[src/rtl/mem_wb_stage_pkg.sv]
// Shared constants for the MEM/WB boundary: load type encodings and
// the common reset / write-enable levels used across the core.
package mem_wb_stage_pkg;

  localparam logic       RstEnable    = 1'b1;
  localparam logic       WriteEnable  = 1'b1;
  localparam logic       WriteDisable = 1'b0;

  localparam logic [2:0] LD_LW  = 3'b000;
  localparam logic [2:0] LD_LB  = 3'b001;
  localparam logic [2:0] LD_LBU = 3'b010;
  localparam logic [2:0] LD_LH  = 3'b011;
  localparam logic [2:0] LD_LHU = 3'b100;

endpackage

[src/rtl/mem_wb_stage_load_align.sv]
// Combinational load formatter: picks the little-endian byte/halfword lane,
// extends it, and flags misaligned halfword/word accesses.
module mem_wb_stage_load_align
  import mem_wb_stage_pkg::*;
(
  input  logic [2:0]  ld_type,
  input  logic [1:0]  addr,
  input  logic [31:0] rdata,
  output logic [31:0] data,
  output logic        misalign
);

  logic [7:0]  w_byte;
  logic [15:0] w_half;

  always_comb begin
    w_byte = rdata[7:0];
    case (addr)
      2'd1:    w_byte = rdata[15:8];
      2'd2:    w_byte = rdata[23:16];
      2'd3:    w_byte = rdata[31:24];
      default: w_byte = rdata[7:0];
    endcase
    w_half = addr[1] ? rdata[31:16] : rdata[15:0];
  end

  // Unknown encodings fall through to LW so the access is still checked.
  always_comb begin
    data     = rdata;
    misalign = 1'b0;
    case (ld_type)
      LD_LB:   data = {{24{w_byte[7]}}, w_byte};
      LD_LBU:  data = {24'h0, w_byte};
      LD_LH: begin
        data     = {{16{w_half[15]}}, w_half};
        misalign = addr[0];
      end
      LD_LHU: begin
        data     = {16'h0, w_half};
        misalign = addr[0];
      end
      default: begin
        data     = rdata;
        misalign = (addr != 2'b00);
      end
    endcase
  end

endmodule

[src/rtl/mem_wb_stage.sv]
// MEM/WB pipeline register: formats load data, drives the register file
// write port from registered state, and counts instructions entering WB.
module mem_wb_stage
  import mem_wb_stage_pkg::*;
#(
  parameter int CNT_W = 32
) (
  input  logic             clk,
  input  logic             rst,
  input  logic             stall_i,
  input  logic             flush_i,
  input  logic             mem_valid_i,
  input  logic [31:0]      mem_pc_i,
  input  logic             mem_we_i,
  input  logic [4:0]       mem_waddr_i,
  input  logic [31:0]      mem_alu_res_i,
  input  logic             mem_load_i,
  input  logic [2:0]       mem_ld_type_i,
  input  logic [31:0]      mem_rdata_i,
  output logic             wb_valid,
  output logic [31:0]      wb_pc,
  output logic             wb_we,
  output logic [4:0]       wb_waddr,
  output logic [31:0]      wb_wdata,
  output logic             wb_adel,
  output logic [CNT_W-1:0] wb_count
);

  logic [31:0]      w_ld_data;
  logic             w_ld_misalign;
  logic             w_adel;
  logic             w_we;
  logic [31:0]      w_wdata;

  logic             r_valid;
  logic [31:0]      r_pc;
  logic             r_we;
  logic [4:0]       r_waddr;
  logic [31:0]      r_wdata;
  logic             r_adel;
  logic [CNT_W-1:0] r_count;

  mem_wb_stage_load_align u_load_align (
    .ld_type  (mem_ld_type_i),
    .addr     (mem_alu_res_i[1:0]),
    .rdata    (mem_rdata_i),
    .data     (w_ld_data),
    .misalign (w_ld_misalign)
  );

  // A misaligned load must never reach the register file.
  assign w_adel  = mem_valid_i & mem_load_i & w_ld_misalign;
  assign w_we    = mem_valid_i & mem_we_i & (mem_waddr_i != 5'd0) & ~w_adel;
  assign w_wdata = mem_load_i ? w_ld_data : mem_alu_res_i;

  always_ff @(posedge clk) begin
    if (rst == RstEnable) begin
      r_valid <= 1'b0;
      r_pc    <= '0;
      r_we    <= WriteDisable;
      r_waddr <= '0;
      r_wdata <= '0;
      r_adel  <= 1'b0;
      r_count <= '0;
    end else if (flush_i) begin
      r_valid <= 1'b0;
      r_we    <= WriteDisable;
      r_adel  <= 1'b0;
    end else if (!stall_i) begin
      r_valid <= mem_valid_i;
      r_pc    <= mem_pc_i;
      r_we    <= w_we ? WriteEnable : WriteDisable;
      r_waddr <= mem_waddr_i;
      r_wdata <= w_wdata;
      r_adel  <= w_adel;
      if (mem_valid_i) r_count <= r_count + CNT_W'(1);
    end
  end

  assign wb_valid = r_valid;
  assign wb_pc    = r_pc;
  assign wb_we    = r_we;
  assign wb_waddr = r_waddr;
  assign wb_wdata = r_wdata;
  assign wb_adel  = r_adel;
  assign wb_count = r_count;

endmodule

[config.mk]
export PLATFORM = sky130hd
export DESIGN_NAME = mem_wb_stage
export DESIGN_NICKNAME = d
export VERILOG_FILES = /design/src/rtl/mem_wb_stage_pkg.sv /design/src/rtl/mem_wb_stage_load_align.sv /design/src/rtl/mem_wb_stage.sv
export SDC_FILE = /design/constraint.sdc
export NUM_CORES = 1
export LEC_CHECK = 0
export BUFFER_PORTS_ARGS = -buffer_cell sky130_fd_sc_hd__buf_2
export CAP_MARGIN = 20
export CORE_MARGIN = 10
export CORE_UTILIZATION = 45
export CTS_CLUSTER_SIZE = 40
export DETAILED_ROUTE_END_ITERATION = 8
export GPL_TIMING_DRIVEN = 0
export PLACE_DENSITY = 0.75
export SYNTH_ARGS = -nofsm -noshare
export SYNTH_HDL_FRONTEND = slang
export SYNTH_SLANG_ARGS = --single-unit
export TNS_END_PERCENT = 10
[constraint.sdc]
create_clock -name clk -period 4 [get_ports clk]
set_clock_uncertainty 0.15 [all_clocks]
set_input_delay 0.2 -clock clk [delete_from_list [all_inputs] [get_ports clk]]
set_output_delay 0.2 -clock clk [all_outputs]
set_load 0.005 [all_outputs]
==> PnR_summary.wiki <==
{| class="wikitable"
! Metric !! Value
|-
| Data required time at the worst endpoint || approximately 4 ns
|-
| Delay contributed by the slowest stage of the critical path || 0.56 ns
|-
| Post-synthesis xor/xnor area fraction || ~1.8%
|-
| Standard-cell row count || 39
|-
| Initial standard-cell utilization of the core || about 47%
|-
| Leading cell type in the layout, fill and taps excluded || sky130_fd_sc_hd__buf_2
|-
| End of the worst register-to-register path || wb_count[30]
|-
| Initial antenna violation count || 2
|-
| Die width || ~130 um
|-
| EDFF count, synth || 0
|-
| Final weighted congestion in routability-driven placement || between 0.9 and 1
|-
| Post-DP HPWL || 15,090 um
|-
| Kind of cell adding the most delay to the critical path || buffers and inverters
|-
| Final worst path period share || between 60 and 70%
|-
| Result of the run || finished, violations left
|-
| Number of hold-repair buffers added at the cts stage || 50
|-
| YS warnings || 0
|-
| Min Clock Period, post-route || 2.660 ns
|-
| Maximum clock path buffer count || 2
|-
| CTS buffer count || 9
|-
| Vias/cell || around 5.7
|-
| Simple-gate share of the synthesized area || between 20% and 30%
|-
| Cell seen most often among critical-path stages || sky130_fd_sc_hd__buf_6
|-
| Leading register cell type out of synthesis || sky130_fd_sc_hd__dfxtp_1
|-
| Die height || 129.5 um
|-
| Number of resized instances in the post-cts repair step || 0
|-
| Cell area power density || about 320 mW/mm2
|-
| Pre-CTS setup slack || approximately 1.3 ns
|-
| Number of post-CTS setup repair buffers || 0
|-
| Violated checks || hold timing
|-
| Top cells by area, synth || sky130_fd_sc_hd__dfxtp_1 (39%), sky130_fd_sc_hd__nand2_1 (7.9%), sky130_fd_sc_hd__a21oi_1 (6.0%)
|-
| Share of Yosys cell area claimed by the top area cell type || about two fifths
|-
| Number of DRC violations after detailed routing || 0
|-
| Post-Syn Area || 0.005399 mm2
|-
| Placeable core region || ~0.012 mm2
|-
| Maximum number of pins on one net before global-route repair || 17
|-
| Setup TNS || 0 ns
|-
| Overflow after GRT || 0
|-
| Worst Hold Class || in2reg
|-
| CP arrival || around 2.7 ns
|-
| Leading cell types in the layout, fill and taps excluded || sky130_fd_sc_hd__buf_2 (212), sky130_fd_sc_hd__nand2_1 (113), sky130_fd_sc_hd__dfxtp_1 (104), sky130_fd_sc_hd__a21oi_1 (65), sky130_fd_sc_hd__dlygate4sd3_1 (50)
|-
| Avg Synthesized Cell Area || approximately 7.9 um2
|-
| Fraction of final layout cells with drive strength greater than 1 || between 20% and 30%
|-
| Reg2Reg Setup Slack || between 1.5 and 2 ns
|-
| Kind of capture point of the worst setup path || flip-flop
|-
| Yosys reg bits || ~100
|-
| Total number of nets in the final design || between 1,000 and 1,500
|-
| Critical path depth || 10
|-
| Violation count after the first detailed-route iteration || 608
|-
| Top achievable clock speed || between 300 and 400 MHz
|-
| Average wire per standard cell || 18.63 um
|-
| Post-synthesis cell type count || 56
|-
| Final Hold Vio Count || 1
|-
| Cell with the biggest individual delay on the critical path || sky130_fd_sc_hd__dlygate4sd3_1
|-
| Depth of the CTS H-tree || 3
|-
| Vias in the first global route || 5,959
|-
| Endpoint of the worst hold path || wb_wdata[6]
|-
| Max-Cap Viols || 0
|-
| Fillers || 1,029
|-
| Worst hold margin || -0.0002279 ns
|-
| First-pass GRT wire length || about 32,000 um
|-
| Cell chain of the critical path || dlygate4sd3_1, buf_6, or2_1, buf_6, or4_4, buf_6, buf_6, clkbuf_1, o31ai_1, a21oi_1
|-
| Drt first pass iters || 5
|-
| Aggregate global-route resource usage || between 20% and 30%
|-
| Buffers & Inverters on Critical Path || 6
|-
| Layout Cell Area excl Fill || 0.007438 mm2
|-
| Final setup fails || 0
|-
| CP Class || in2reg
|-
| Clock root buffer || sky130_fd_sc_hd__clkbuf_16
|-
| Final Routed Wirelength || 20,540 um
|-
| Cells after Synth || 680
|-
| Top-Level Pins || around 220
|-
| Port Buf Inserts || 211
|-
| Worst reg2reg path depth || 7
|-
| Portion of netlist area occupied by mux cells || about 3.9%
|-
| Worst reg2reg path startpoint || wb_count[11]
|-
| Static leakage || around 0.0031 uW
|-
| Post-DRT Antenna Nets || 0
|-
| Layout-stage area growth over the synthesis result || 37.78%
|-
| Instance area after placement || 0.006634 mm2
|-
| Critical path startpoint category || input pin
|-
| Net count of the mapped netlist || 792
|-
| Clock edge transition at the registers on the reported setup and hold paths || 0.07 ns
|-
| Complex-gate fraction of the synthesized area || between 20% and 30%
|-
| Worst relative slew slack || between 30% and 40%
|-
| Post-synthesis share of cell area spent on full adders, half adders and majority gates || less than 1%
|-
| Maximum fanout along the worst path || 10
|-
| Unrepaired setup endpoints after global routing || no
|-
| Clock latency of the later-clocked register in the worst-skew pair || around 0.35 ns
|-
| TritonCTS clock tree || done
|-
| Share of flip-flops with an asynchronous set or reset || 0%
|-
| Dominant combinational cell family by area after synthesis || compound AO/OA/AOI/OAI gates
|-
| Sink count of the clock tree || 104
|-
| Startpoint of the most critical hold path || mem_rdata_i[6]
|-
| Peak supply drop || between 0.15 and 0.2 mV
|-
| Die area || around 0.017 mm2
|-
| Vias post-DR || about 6,300
|-
| Number of stages on the worst hold path || 3
|-
| Number of pins with negative max-slew slack in the final report || 0
|-
| Slew at the pin closest to its max-slew limit || between 0.9 and 1 ns
|-
| Setup slack after layout || 1.340 ns
|-
| Sequential element share of the synthesized area || about two fifths
|-
| Top cell type by total area after synthesis || sky130_fd_sc_hd__dfxtp_1
|}
where the power goes:
| part | leakage, uW | switching, uW | internal [uW] |
|---|---|---|---|
| registers | 0.000848 | 21.4 | 1080 |
| clock network | 0.000138 | 404 | 502 |
| logic | 0.00211 | 224 | 179 |
| total | 0.00310 | 649 | 1760 |
per-layer routing:
metal	track usage, %	part of all wire, %	up-vias	wire, um
li1	-	-	3041	-
met4	10.52	3.4	0	693
met2	38.35	48	326	9837
met3	5.220	8.8	47	1808
met1	28.65	40	2913	8195
met5	0	0	-	0
worst reg2reg max path, cell delays in order, from the launching register on:
cell and delay, ns:
sky130_fd_sc_hd__dfxtp_1 0.44, sky130_fd_sc_hd__nand4_1 0.18, sky130_fd_sc_hd__or4_4 0.54, sky130_fd_sc_hd__buf_6 0.15, sky130_fd_sc_hd__buf_6 0.13, sky130_fd_sc_hd__clkbuf_1 0.23
sky130_fd_sc_hd__o31ai_1 0.31, sky130_fd_sc_hd__a21oi_1 0.10
flip-flops by register name, summed over array words and instances, names as in the netlist:
signal and cells:
wb_count 32, wb_pc 32, wb_wdata 32, wb_waddr 5, wb_adel 1, wb_valid 1
wb_we 1
synthesized netlist by cell type (all sizes together), types with 2 or more instances:
cell type / n
a2111oi: 5
a211oi: 23
a21o: 3
a21oi: 65
a221oi: 3
a311oi: 2
a31oi: 5
and2: 4
and3: 3
and4: 7
buf: 10
clkbuf: 48
dfxtp: 104
inv: 7
mux2: 6
mux2i: 12
nand2: 113
nand2b: 3
nand3: 14
nand4: 19
nor2: 28
nor2b: 18
nor3: 10
nor3b: 2
nor4: 3
o2111ai: 2
o211ai: 15
o21a: 11
o21ai: 34
o21bai: 13
o2bb2ai: 2
o31ai: 20
o41ai: 3
or2: 2
or3: 20
or4: 17
xnor2: 2
xor2: 9
how the worst max path moves through the flow:
stage / slack [ns] / end / from
after floorplan: 1.67 / wb_wdata[20] / mem_alu_res_i[1]
after global placement: 1.26 / wb_wdata[22] / mem_alu_res_i[1]
after detailed placement: 1.28 / wb_wdata[28] / mem_alu_res_i[1]
after CTS: 1.35 / wb_count[24] / stall_i
after global routing: 1.22 / wb_pc[11] / stall_i
final: 1.34 / wb_count[30] / stall_i
logic make-up (layout without fill, tap and decap cells):
logic type | Yosys count | in the layout
flip-flops | 104 | 104
buffers and inverters | 66 | 342
XOR/XNOR | 11 | 11
multiplexers | 19 | 19
adder cells (fa/ha/maj) | 1 | 1
other | 0 | 3
AND/OR/NAND/NOR | 267 | 267
AO/OA/AOI/OAI | 212 | 212
stage by stage:
| step | hold WS (ns) | util [%] | total power [uW] | instances |
|---|---|---|---|---|
| 2_1_floorplan | 0.1293 | - | 1304 | 680 |
| 5_1_grt | 0.01555 | 64.30 | 2501 | 1101 |
| 4_1_cts | 0.002282 | 64.25 | 2406 | 1099 |
| 3_5_place_dp | 0.2899 | 57.36 | 1477 | 1034 |
| 6_report | -0.0002279 | 64.32 | 2407 | 1102 |
| 3_3_place_gp | 0.2862 | 57.36 | 1474 | 1034 |
cell type report:
type | instances | area, um2 | area share (%)
plain buffers | 58 | 249.0 | 3.347
clock buffers | 11 | 242.7 | 3.263
repair buffers | 261 | 1556 | 20.93
clock inverters | 4 | 53.80 | 0.7233
well taps | 143 | 178.9 | 2.405
flip-flops and latches | 104 | 2082 | 27.99
diodes | 3 | 7.507 | 0.1009
inverters | 8 | 30.03 | 0.4037
multi-input cells | 510 | 3038 | 40.84
Note: power is estimated with default switching activity, not from simulation.
